**config.mk**
```make
export PLATFORM = sky130hd
export DESIGN_NAME = encoder_8to3_queued
export DESIGN_NICKNAME = d
export VERILOG_FILES = /design/src/rtl/vlsi_lab_pkg.sv /design/src/rtl/prio_pick8.sv /design/src/rtl/encoder_8to3_queued.sv
export SDC_FILE = /design/constraint.sdc
export NUM_CORES = 1
export LEC_CHECK = 0
export ABC_CLOCK_PERIOD_IN_PS = 1600
export BUFFER_PORTS_ARGS = -buffer_cell sky130_fd_sc_hd__buf_2
export CAP_MARGIN = 0
export CORE_MARGIN = 2
export CORE_UTILIZATION = 48
export CTS_BUF_LIST = sky130_fd_sc_hd__clkbuf_8
export CTS_CLUSTER_SIZE = 16
export DETAILED_ROUTE_END_ITERATION = 10
export GPL_ROUTABILITY_DRIVEN = 0
export HOLD_SLACK_MARGIN = 0.02
export PLACE_DENSITY = 0.75
export RECOVER_POWER = 100
export SYNTH_ARGS = -nofsm -noshare
export SYNTH_HDL_FRONTEND = slang
export SYNTH_SLANG_ARGS = --single-unit
```
**constraint.sdc**
```tcl
create_clock -name clk -period 1.6 [get_ports clk]
set_input_delay 0.08 -clock clk [delete_from_list [all_inputs] [get_ports clk]]
set_output_delay 0.08 -clock clk [all_outputs]
set_load 0.1 [all_outputs]
```
**src/rtl/vlsi_lab_pkg.sv**
```systemverilog
// Shared definitions for the queued 8-to-3 event encoder.
//   N_REQ / CODE_W : request-vector and code widths
//   state_t        : presentation FSM encoding (ST_IDLE, ST_PRESENT)
//   onehot()       : expands a code into its one-hot request position
package vlsi_lab_pkg;

  localparam int unsigned N_REQ  = 8;
  localparam int unsigned CODE_W = 3;

  typedef enum logic {
    ST_IDLE    = 1'b0,
    ST_PRESENT = 1'b1
  } state_t;

  function automatic logic [N_REQ-1:0] onehot(input logic [CODE_W-1:0] c);
    logic [N_REQ-1:0] v;
    v    = '0;
    v[c] = 1'b1;
    return v;
  endfunction

endpackage

```
**src/rtl/prio_pick8.sv**
```systemverilog
// Combinational rotating priority picker over an 8-bit vector.
//   vec : candidate bits
//   ptr : search starts at ptr+1 and wraps 7->0; ptr=7 gives fixed lowest-index priority
//   idx : index of the first set bit found
//   any : high when any bit of vec is set
module prio_pick8
  import vlsi_lab_pkg::*;
(
  input  logic [N_REQ-1:0]  vec,
  input  logic [CODE_W-1:0] ptr,
  output logic [CODE_W-1:0] idx,
  output logic              any
);

  logic [CODE_W-1:0] pos;

  always_comb begin
    idx = '0;
    any = 1'b0;
    pos = '0;
    // i = N_REQ wraps back onto ptr itself, so it is searched last
    for (int i = 1; i <= int'(N_REQ); i++) begin
      pos = ptr + CODE_W'(i);
      if (!any && vec[pos]) begin
        any = 1'b1;
        idx = pos;
      end
    end
  end

endmodule

```
**src/rtl/encoder_8to3_queued.sv**
```systemverilog
// Sequential 8-to-3 event encoder. Each request bit sets a sticky pending flag; pending
// indices are presented one at a time over a valid/ready handshake and cleared on accept.
//   clk, rst : clock, asynchronous active-high reset
//   req      : request bits, each high cycle sets the matching pending flag
//   code     : presented index (meaningful while valid)
//   valid    : code presented, held until accepted
//   ready    : consumer accepts code when valid && ready at a rising edge
//   pending  : registered pending flags
//   overflow : one-cycle pulse when a request hits a pending, not-being-served bit
//   idle     : high when nothing is pending or presented
module encoder_8to3_queued
  import vlsi_lab_pkg::*;
#(
  parameter bit ROUND_ROBIN = 1'b0
) (
  input  logic              clk,
  input  logic              rst,
  input  logic [N_REQ-1:0]  req,
  output logic [CODE_W-1:0] code,
  output logic              valid,
  input  logic              ready,
  output logic [N_REQ-1:0]  pending,
  output logic              overflow,
  output logic              idle
);

  state_t            state_q;
  logic [CODE_W-1:0] code_q;
  logic              valid_q;
  logic [N_REQ-1:0]  pending_q;
  logic              overflow_q;
  logic              idle_q;
  logic [CODE_W-1:0] rr_ptr_q;

  logic              hs;
  logic [N_REQ-1:0]  served;
  logic [N_REQ-1:0]  cand;
  logic              ovf_d;
  logic [CODE_W-1:0] pick_ptr;
  logic [CODE_W-1:0] pick_idx;
  logic              pick_any;

  always_comb begin
    hs     = valid_q && ready;
    served = hs ? onehot(code_q) : '0;
    cand   = (pending_q & ~served) | req;
    // a request on the bit being served re-arms it rather than overflowing
    ovf_d  = |(req & pending_q & ~served);
    // on a handshake the pointer moves to code_q at this edge, so search from there now
    if (ROUND_ROBIN) begin
      pick_ptr = hs ? code_q : rr_ptr_q;
    end else begin
      pick_ptr = CODE_W'(N_REQ - 1);
    end
  end

  prio_pick8 u_pick (
    .vec (cand),
    .ptr (pick_ptr),
    .idx (pick_idx),
    .any (pick_any)
  );

  always_ff @(posedge clk or posedge rst) begin
    if (rst) begin
      state_q    <= ST_IDLE;
      code_q     <= '0;
      valid_q    <= 1'b0;
      pending_q  <= '0;
      overflow_q <= 1'b0;
      idle_q     <= 1'b1;
      rr_ptr_q   <= CODE_W'(N_REQ - 1);
    end else begin
      pending_q  <= cand;
      overflow_q <= ovf_d;
      // while presenting without a handshake cand still holds the presented bit
      idle_q     <= ~|cand;
      if (hs) begin
        rr_ptr_q <= code_q;
      end
      case (state_q)
        ST_IDLE: begin
          if (pick_any) begin
            code_q  <= pick_idx;
            valid_q <= 1'b1;
            state_q <= ST_PRESENT;
          end
        end
        ST_PRESENT: begin
          // no preemption: code changes only on a handshake
          if (ready) begin
            if (pick_any) begin
              code_q <= pick_idx;
            end else begin
              valid_q <= 1'b0;
              state_q <= ST_IDLE;
            end
          end
        end
        default: begin
          valid_q <= 1'b0;
          state_q <= ST_IDLE;
        end
      endcase
    end
  end

  assign code     = code_q;
  assign valid    = valid_q;
  assign pending  = pending_q;
  assign overflow = overflow_q;
  assign idle     = idle_q;

endmodule
```
==> metrics.md <==
| Metric | Value |
|---|---|
| Total Nets Final | `151` |
| Layout area overhead | `55.66%` |
| Final min period | `around 1.8 ns` |
| Arrival @ worst endpoint | `1.97 ns` |
| Clk slew on worst S/H paths | `0.06 ns` |
| Routed length per instance | `between 15 and 20 um` |
| Flip-flop and latch count after synthesis | `15` |
| Post-route ant nets | `0` |
| Die area | `2251 um^2` |
| Sw Share | `37.23%` |
| R2R depth | `7` |
| Total grt overflow | `0` |
| Worst hold margin | `about 0.12 ns` |
| Largest net degree at the start of global routing | `16` |
| Final worst slack | `-0.2412 ns` |
| Final Hold Fails | `0` |
| Slowest CP cell | `dfrtp_4` |
| Post-synth EDFFs | `0` |
| DR vias/cell | `5.695` |
| Failing checks | `setup timing` |
| Layout cells sized above 1 | `roughly 63%` |
| Synth Instances | `84` |
| Clock buffer depth | `2` |
| Worst slew pin tran | `0.6193 ns` |
| IO Pins | `25` |
| DR DRC count | `0` |
| Max-cap violations | `0` |
| Most frequent cells in the layout | `buf_4 (21), clkbuf_2 (14), buf_2 (10)` |
| Async SR Flop Fraction | `100.0%` |
| Synthesized cell area | `just over 900 um^2` |
| Initial antenna violation count | `0` |
| CP Launch Type | `register` |
| Worst Skew | `0.001857 ns` |
| Setup crit end | `code[0]` |
| Worst reg2reg endpoint | `code[0]` |
| Synth Flop Type | `dfrtp_1` |
| Core outline area | `1745 um^2` |
| Slew Limit Fails | `0` |
| Clk pwr share | `28.3%` |
| Lkg Pwr | `0.6004 nW` |
| Clk root buf | `clkbuf_8` |
| Fin crit share | `115.1%` |
| Commonest non-fill, non-tap cell in the layout | `buf_4` |
| Vias in the first global route | `~930` |
| Critical path data required time | `approximately 1.7 ns` |
| RSZ-0062 raised after global routing | `yes` |
| Hpwl dp | `1843 um` |
| Net Switching | `408.5 uW` |
| Num rows | `15` |
| Comb power frac | `between 30% and 40%` |
| Crit path capture type | `register` |
| Initial drt markers | `38` |
| Die width | `approximately 47 um` |
| Pre-antenna DRT Iters | `4` |
| Pwr per Cell Area | `between 700 and 800 nW/um^2` |
| DR vias | `934` |
| Crit path kind | `register to register` |
| CP top delay family | `compound AO/OA/AOI/OAI gates` |
| WP depth | `7` |
| Syn Area/Cell | `around 11 um^2` |
| Starting Density | `51.90%` |
| Synth cell types | `38` |
| RR Startpoint | `valid` |
| WL final | `about 2900 um` |
| Worst vdd ir | `573.6 uV` |
| Core Util, Final | `between 80% and 90%` |
| Yosys warns | `0` |
| First-pass GRT wire length | `between 4000 and 5000 um` |
| Total CTS buffers | `3` |
| Worst Hold Class | `primary input to register` |
| Setup crit start | `valid` |
| Total track usage | `29.77%` |
| Net Count, Synth | `95` |
| CTS tree | `yes` |
| Worst-skew pair later-pin latency | `0.25 ns` |
| Number of port buffers | `24` |
| Relative slew slack | `roughly three fifths` |
| Max incr delay on CP | `0.43 ns` |
| Setup slack, reg-to-reg | `-0.24 ns` |
| Cell Int Power | `688.8 uW` |
| Die Span Y | `47.44 um` |
| Fmax | `~0.54 GHz` |
| Final setup fails | `6` |
| Clock sink total | `15` |
| Buf/Inv on CP | `2` |
| CP cell instances | `buf_6 -> nand3_1 -> o31a_1 -> clkbuf_1 -> nor2b_1 -> o31ai_1 -> a2bb2oi_2` |
| Outcome | `complete, but fails checks` |
| Ant diodes | `0` |
| Flop pwr share | `37.9%` |
| CP Max Fanout | `4` |
| Seq/Total Area, Yosys | `41.57%` |
| H-tree levels | `1` |
layout make-up:
| cell class | count | area [um^2] |
|---|---|---|
| multi-input cells | 59 | 558.0 |
| flip-flops and latches | 15 | 394.1 |
| repair buffers | 53 | 351.6 |
| fillers | 104 | 335.3 |
| clock buffers | 3 | 41.29 |
| well taps | 25 | 31.28 |
| inverters | 8 | 30.03 |
| clock inverters | 1 | 3.754 |
power groups by stage:
stage               clock network, mW  registers [mW]  logic (mW)
global placement                    0           0.423       0.320
floorplan                           0           0.546       0.112
detailed placement                  0           0.424       0.325
global route                    0.322           0.418       0.387
CTS                             0.307           0.414       0.362
finish                          0.311           0.416       0.371
repair_timing:
| action | CTS | global route |
|---|---|---|
| hold buffers | 1 | 0 |
| pin swaps | 10 | 4 |
| resized for setup | 13 | 5 |
| buffers inserted | 12 | 0 |
| endpoints found under the hold margin | 14 | 0 |
| setup endpoints to repair | 6 | 6 |
tightest hold or removal path, cell delays in order:
cell and delay [ns]:
buf_2 0.11, a31oi_1 0.08, nand4_1 0.07
worst min-delay path by stage:
stage,cells after the start,slack (ns),from,endpoint
finish,3,0.12,req[0],overflow
global placement,2,0.17,rst,pending[7]
floorplan,1,-0.02,rst,overflow
global route,3,0.15,req[0],overflow
detailed placement,2,0.18,rst,pending[7]
CTS,3,0.13,req[0],overflow
Yosys cell counts, types with 2 or more instances:
cell type  number  share of area [%]
a31oi_4         2                4.7
o211ai_1        3                2.5
nor2_1          6                2.5
a31oi_1         4                2.8
inv_1           8                3.3
o22ai_1         2                1.4
dfrtp_1        14                 39
nand3_1         5                2.8
buf_6           2                2.5
nor2b_1         2                1.4
or2_2           2                1.4
nand3b_1        3                2.5
a21oi_1         2                1.1
o31a_1          2                1.9
and2_1          2                1.4
nand2_1         3                1.2
cells by family after synthesis:
kind of cell	share of synthesized area, %
buffers and inverters	5.801
AND/OR/NAND/NOR	25.97
AO/OA/AOI/OAI	26.66
flip-flops	41.58
stage by stage:
stage                     instance area, um^2  cells  setup TNS [ns]  total power, mW  setup WS (ns)
after floorplan                         934.6     84          -1.867           0.6581        -0.3755
after global placement                   1184    147         -0.5609           0.7426        -0.1677
after detailed placement                 1184    147         -0.8012           0.7491        -0.1828
after CTS                                1405    164          -1.033            1.082        -0.2265
after global routing                     1410    164          -1.526            1.126        -0.3122
final                                    1410    164          -1.154            1.097        -0.2412
per-layer routing:
layer	vias up	share of wire, %	global-route usage (%)
li1	423	-	-
met5	-	0	0
met2	50	51	50.81
met3	13	5.9	5.660
met1	448	39	33.88
met4	0	4.1	18.89
state kept, by name, indices dropped and copies added (netlist names):
name,count
pending,8
overflow,1
valid,1
code,3
state_q,1
idle,1
Note: power is estimated with default switching activity, not from simulation.
